[config.mk]
export PLATFORM = sky130hd
export DESIGN_NAME = branch_predictor
export DESIGN_NICKNAME = d
export VERILOG_FILES = /design/src/rtl/pipeline_pkg.sv /design/src/rtl/sat_counter_2bit.sv /design/src/rtl/branch_predictor.sv
export SDC_FILE = /design/constraint.sdc
export NUM_CORES = 2
export LEC_CHECK = 0
export BUFFER_PORTS_ARGS = -buffer_cell sky130_fd_sc_hd__buf_2
export CAP_MARGIN = 40
export CORE_MARGIN = 2
export CORE_UTILIZATION = 40
export CTS_BUF_LIST = sky130_fd_sc_hd__clkbuf_16
export CTS_CLUSTER_DIAMETER = 80
export DETAILED_ROUTE_END_ITERATION = 10
export PLACE_DENSITY_LB_ADDON = 0.05
export SLEW_MARGIN = 10
export SYNTH_ARGS = -nofsm -noshare
export SYNTH_HDL_FRONTEND = slang
export SYNTH_SLANG_ARGS = --single-unit
export TNS_END_PERCENT = 1
[constraint.sdc]
create_clock -name i_clk -period 5.8 [get_ports i_clk]
set_input_delay 0.58 -clock i_clk [delete_from_list [all_inputs] [get_ports i_clk]]
set_output_delay 0.58 -clock i_clk [all_outputs]
set_load 0.005 [all_outputs]
[src/rtl/pipeline_pkg.sv]
// Shared pipeline types: the EX-stage resolved-branch package and BTB line layout.
package pipeline_pkg;

    // Resolved branch/jump information emitted by the execute-stage ALU.
    typedef struct packed {
        logic [31:0] br_update_pc;
        logic        br_update_en;
        logic [31:0] br_pc_plus4;
        logic        br_valid;
        logic [31:0] br_target;
        logic        br_taken;
        logic        br_already_predicted;
    } branch_t;

    // One BTB line. The tag field is held at full width; the unused upper bits stay zero.
    typedef struct packed {
        logic        valid;
        logic [31:0] tag;
        logic [31:0] target;
        logic [1:0]  ctr;
    } btb_entry_t;

    localparam logic [1:0] CTR_WEAK_T   = 2'b10;
    localparam logic [1:0] CTR_STRONG_T = 2'b11;

endpackage

[src/rtl/sat_counter_2bit.sv]
// 2-bit saturating direction counter: next state from current state and outcome.
module sat_counter_2bit
    import pipeline_pkg::*;
(
    input  logic [1:0] i_ctr,
    input  logic       i_taken,
    output logic [1:0] o_ctr
);

    // Step toward strong-taken on taken, toward strong-not-taken otherwise; clamp at the ends.
    always_comb begin
        o_ctr = i_ctr;
        if (i_taken) begin
            if (i_ctr != CTR_STRONG_T) o_ctr = i_ctr + 2'd1;
        end else begin
            if (i_ctr != 2'b00) o_ctr = i_ctr - 2'd1;
        end
    end

endmodule

[src/rtl/branch_predictor.sv]
// Fetch-side branch predictor: direct-mapped BTB with 2-bit counters, trained from EX.
module branch_predictor
    import pipeline_pkg::*;
#(
    parameter int unsigned BTB_ENTRIES = 32,
    parameter int unsigned CNT_W       = 32
) (
    input  logic             i_clk,
    input  logic             i_rst_n,
    input  logic [31:0]      i_fetch_pc,
    input  branch_t          i_alu_prd_pkg,
    output logic [31:0]      o_next_pc,
    output logic             o_predicted_instr,
    output logic             o_mispredict,
    output logic [31:0]      o_redirect_pc,
    output logic [CNT_W-1:0] o_br_count,
    output logic [CNT_W-1:0] o_mispred_count
);

    localparam int unsigned IDX_W  = $clog2(BTB_ENTRIES);
    localparam int unsigned TAG_SH = IDX_W + 2;

    logic        valid_q  [BTB_ENTRIES];
    logic        valid_d  [BTB_ENTRIES];
    logic [1:0]  ctr_q    [BTB_ENTRIES];
    logic [1:0]  ctr_d    [BTB_ENTRIES];
    logic [31:0] tag_q    [BTB_ENTRIES];
    logic [31:0] tag_d    [BTB_ENTRIES];
    logic [31:0] target_q [BTB_ENTRIES];
    logic [31:0] target_d [BTB_ENTRIES];

    logic [CNT_W-1:0] br_cnt_q, br_cnt_d;
    logic [CNT_W-1:0] mis_cnt_q, mis_cnt_d;

    branch_t          br;
    btb_entry_t       f_entry, u_entry;
    logic [IDX_W-1:0] f_idx, u_idx;
    logic [31:0]      f_tag, u_tag;
    logic             f_hit, u_hit, upd, mismatch, mispredict;
    logic [1:0]       u_ctr_next;
    logic             unused_pc_lsbs;

    sat_counter_2bit u_sat (
        .i_ctr   (u_entry.ctr),
        .i_taken (br.br_taken),
        .o_ctr   (u_ctr_next)
    );

    // Lookup on the fetch PC and on the EX update PC; both read pre-update table contents.
    always_comb begin
        br             = i_alu_prd_pkg;
        unused_pc_lsbs = ^{i_fetch_pc[1:0], br.br_update_pc[1:0]};

        f_idx          = i_fetch_pc[IDX_W+1:2];
        f_tag          = i_fetch_pc >> TAG_SH;
        f_entry.valid  = valid_q[f_idx];
        f_entry.tag    = tag_q[f_idx];
        f_entry.target = target_q[f_idx];
        f_entry.ctr    = ctr_q[f_idx];
        f_hit          = f_entry.valid && (f_entry.tag == f_tag);

        u_idx          = br.br_update_pc[IDX_W+1:2];
        u_tag          = br.br_update_pc >> TAG_SH;
        u_entry.valid  = valid_q[u_idx];
        u_entry.tag    = tag_q[u_idx];
        u_entry.target = target_q[u_idx];
        u_entry.ctr    = ctr_q[u_idx];
        u_hit          = u_entry.valid && (u_entry.tag == u_tag);
    end

    // Prediction and misprediction detection, purely combinational.
    always_comb begin
        upd      = br.br_valid && br.br_update_en;
        mismatch = (br.br_already_predicted != br.br_taken) ||
                   (br.br_already_predicted && br.br_taken &&
                    !(u_hit && (u_entry.target == br.br_target)));
        // Held low while reset is asserted so no flush escapes during reset.
        mispredict        = i_rst_n && upd && mismatch;
        o_predicted_instr = f_hit && f_entry.ctr[1];
        o_next_pc         = o_predicted_instr ? f_entry.target : i_fetch_pc + 32'd4;
        o_mispredict      = mispredict;
        o_redirect_pc     = br.br_taken ? br.br_target : br.br_pc_plus4;
        o_br_count        = br_cnt_q;
        o_mispred_count   = mis_cnt_q;
    end

    // Next-state of the table and performance counters for a single update per cycle.
    always_comb begin
        valid_d   = valid_q;
        ctr_d     = ctr_q;
        tag_d     = tag_q;
        target_d  = target_q;
        br_cnt_d  = br_cnt_q + (upd ? CNT_W'(1) : '0);
        mis_cnt_d = mis_cnt_q + (mispredict ? CNT_W'(1) : '0);
        if (upd) begin
            if (u_hit) begin
                ctr_d[u_idx] = u_ctr_next;
                if (br.br_taken) target_d[u_idx] = br.br_target;
            end else if (br.br_taken) begin
                valid_d[u_idx]  = 1'b1;
                tag_d[u_idx]    = u_tag;
                target_d[u_idx] = br.br_target;
                ctr_d[u_idx]    = CTR_WEAK_T;
            end
        end
    end

    // Valid bits, counters and perf counters: asynchronously cleared.
    always_ff @(posedge i_clk or negedge i_rst_n) begin
        if (!i_rst_n) begin
            for (int unsigned i = 0; i < BTB_ENTRIES; i++) begin
                valid_q[i] <= 1'b0;
                ctr_q[i]   <= '0;
            end
            br_cnt_q  <= '0;
            mis_cnt_q <= '0;
        end else begin
            valid_q   <= valid_d;
            ctr_q     <= ctr_d;
            br_cnt_q  <= br_cnt_d;
            mis_cnt_q <= mis_cnt_d;
        end
    end

    // Tag and target storage carries no reset; it is qualified by the valid bit.
    always_ff @(posedge i_clk) begin
        tag_q    <= tag_d;
        target_q <= target_d;
    end

endmodule

==> impl_summary.txt <==
----------------------------------------------------
[Run status]
  Status ... finished, final reports clean

[Timing]
  Setup TNS ... 0 ns
  Transition at the pin with the smallest max-transition slack ... 0.881 ns
  Final max-slew violation count ... 0
  Fin. Hold Viols ... 0
  Highest attainable clock frequency ... 0.180 GHz
  Unrepaired setup endpoints after global routing ... no
  Worst hold slack ... 0.214 ns
  Count of final setup violators ... 0
  Crit path time final ... 5.54 ns
  Relative slew margins ... 0.410
  Setup clock skew after layout ... 0.0264 ns
  Period utilization ... 0.956

[Hold path]
  Type of the worst min-delay path ... in2async

[Clock tree]
  Root buffer selected by CTS ... sky130_fd_sc_hd__clkbuf_16
  Clock Latency Late Sink ... 0.86 ns
  Htree depth ... 4
  Clock slew seen by the registers of the worst setup and hold paths ... 0.06 ns
  TritonCTS Buffers ... 218
  Clock Path Buffers ... 3
  Clk sinks ... 1984
  TritonCTS clock tree ... done

[Worst setup path]
  Endpoint arrival time on the critical path ... 4.96 ns
  End of the worst register-to-register path ... o_mispred_count[30]$_DFF_PN0_
  Startpoint of the worst-slack reg-to-reg timing path ... target_q[912]$_DFFE_PP_
  Sort of element at the start of the critical path ... input pin
  Flop-to-flop setup slack ... 0.73 ns
  Critical Path Sink Type ... output port
  Worst Path Class, Setup ... in2out
  Length in cells of the worst reg-to-reg path ... 18
  Peak fanout along the critical path ... 58
  Data required time at the worst endpoint ... 5.22 ns

[Logic synthesis]
  Count of cell types in the netlist ... 67
  Cells after synthesis ... 5640
  Post-synth top cells ... sky130_fd_sc_hd__edfxtp_1 (1824), sky130_fd_sc_hd__mux2i_1 (1033), sky130_fd_sc_hd__mux4_2 (508)
  Top-count cell post-synth ... sky130_fd_sc_hd__edfxtp_1
  Synthesized Nets ... 5780
  Yosys top cell by area ... sky130_fd_sc_hd__edfxtp_1
  Prevailing post-synth register cell ... sky130_fd_sc_hd__edfxtp_1
  Warnings, synthesis ... 0
  Post-synthesis cell area ... 93200 um^2
  Syn avg cell area ... 16.5 um^2
  Number of register bits inferred by synthesis ... 1984
  Number of synthesized flops with an enable pin ... 1824
  Fraction of post-synthesis cell area in the top cell type by area ... 0.587
  Proportion of register bits with asynchronous set or reset after synthesis ... 0.0806
  Leading post-synthesis cells by cell area ... sky130_fd_sc_hd__edfxtp_1 (59%), sky130_fd_sc_hd__mux4_2 (12%), sky130_fd_sc_hd__mux2i_1 (11%)
  Sequential cell area fraction in the yosys report ... 0.630

[Final layout]
  Share of cells above drive strength 1 ... 0.265
  Post-route insts no fill ... 9407
  Area grow syn2layout ... 17.7%
  Post-layout net count ... 6295
  Layout Cell Area excl Fill ... 110000 um^2
  Share of the core filled with cells ... 0.473
  Final-layout fill cell count ... 19.9k

[Global routing]
  Vias in the first global route ... 60.0k
  Number of antenna violations at the first check in global routing ... 23
  Final global-route overflow total ... 0
  Pin count of the biggest net entering global routing ... 71
  Total GRT Usage ... 0.302
  Wire length of the first global-routing pass ... 496000 um

[Placed design]
  Final GP Congestion ... 0.851
  Post-DP HPWL ... 227000 um
  Number of instances in the placed design ... 8976
  Count of input and output buffers ... 261
  Instance area after placement ... 103000 um^2

[Die]
  Count of standard-cell rows ... 177
  Area of the die ... 237000 um^2
  Vertical die dimension ... 487 um
  Io pins ... 264
  Area of the core ... 232000 um^2
  Die Width ... 487 um
  Initial Utilization ... 0.402

[Drt]
  Drt first-iter violations ... 7404
  Routed wire per std cell ... 38.7 um
  DRC violation count after routing ... 0
  Post-Route WL ... 364000 um
  Number of nets still failing antenna checks after routing ... 0
  DR pass1 iterations ... 6
  Overall via count from detail_route ... 60.2k
  Vias per inst ... 6.40

[Flow run]
  Max-cap viol count ... 0

[Power and ir drop]
  Leakage dissipation ... 39.2 nW
  Worst VDD drop ... 0.243 mV
  Power per cell area ... 297 nW/um^2

----------------------------------------------------
==> logic make-up after synthesis <==
| logic type | share of synthesized area |
|---|---|
| buf+inv | 0.0209 |
| compound gates | 0.0581 |
| fa+ha+maj | 0.000913 |
| xor+xnor | 0.0143 |
| flops | 0.630 |
| mux | 0.240 |
| simple gates | 0.0359 |
==> stage by stage <==
step	worst slack [ns]	power, mW
final	0.255	32.5
after global routing	0.104	33.4
after CTS	0.141	32.7
after detailed placement	-0.209	19.1
after global placement	-0.259	19.1
after floorplan	0.422	17.7
==> report_power, final <==
part	switching, mW	leakage [nW]	total (mW)	internal [mW]
Combinational	1.79	17.0	2.94	1.15
Sequential	0.114	18.6	15.9	15.8
Clock	5.89	3.65	13.7	7.83
Total	7.80	39.2	32.5	24.7
==> registers in the layout, indices dropped and copies added, names as in the netlist <==
| name | cells |
|---|---|
| target_q | 1024 |
| valid_q | 32 |
| tag_q | 800 |
| o_mispred_count | 32 |
| o_br_count | 32 |
| ctr_q | 64 |
==> placed cells by master, fill, tap and decap left out, drive strengths merged, types with 53 or more instances in the layout <==
master  instances
clkinv         95
nand2         185
xnor2          81
buf           714
a21oi         122
xor2           71
mux4          508
mux2i        1033
inv            76
edfxtp       1824
dfrtp         160
nor4          120
o22ai         430
nor2          147
clkbuf        227
nand3          53
==> timing repair <==
item,CTS,global route
hold buffers,2,0
gates resized for setup,0,0
buffers inserted,0,0
endpoints found under the hold margin,33,0
==> critical path, stage by stage <==
cell and delay (ns):
sky130_fd_sc_hd__buf_8 0.46, sky130_fd_sc_hd__nor2b_2 0.26, sky130_fd_sc_hd__a221oi_1 0.46, sky130_fd_sc_hd__o21ai_0 0.30, sky130_fd_sc_hd__a32oi_1 0.38, sky130_fd_sc_hd__buf_4 0.29, sky130_fd_sc_hd__xor2_1 0.08, sky130_fd_sc_hd__or4_1 0.46
sky130_fd_sc_hd__nor4_1 0.47, sky130_fd_sc_hd__buf_4 0.22, sky130_fd_sc_hd__nand3_4 0.09, sky130_fd_sc_hd__buf_12 0.16, sky130_fd_sc_hd__buf_12 0.15, sky130_fd_sc_hd__mux2i_1 0.34, sky130_fd_sc_hd__buf_2 0.19
==> worst max path at each step <==
stage	start	end	slack [ns]
CTS	i_fetch_pc[3]	o_next_pc[2]	0.14
finish	i_fetch_pc[3]	o_next_pc[2]	0.26
floorplan	i_alu_prd_pkg[71]	o_mispred_count[31]$_DFF_PN0_	0.42
global route	i_fetch_pc[3]	o_next_pc[2]	0.10
detailed placement	i_alu_prd_pkg[71]	o_mispred_count[30]$_DFF_PN0_	-0.21
global placement	i_alu_prd_pkg[71]	o_mispred_count[30]$_DFF_PN0_	-0.26
==> area by class of cell <==
class | instances | area [um^2] | area share
flip-flops and latches | 1984 | 58800 | 0.536
multi-input cells | 3221 | 33200 | 0.302
repair buffers | 717 | 6870 | 0.0626
clock buffers | 226 | 5660 | 0.0515
well taps | 3043 | 3810 | 0.0347
clock inverters | 183 | 1320 | 0.0121
inverters | 13 | 61.3 | 0.000559
diodes | 20 | 50.0 | 0.000456
==> layer usage <==
metal  wire (um)  vias up  share of wire  global-route usage
li1            -    24400              -                   -
met1      147000    32300           0.40               0.405
met2      177000     2780           0.49               0.500
met3       25300      617          0.070              0.0454
met4       14300        4          0.039               0.109
met5          27        -       0.000074                   0
(Power assumes the default switching activity.)
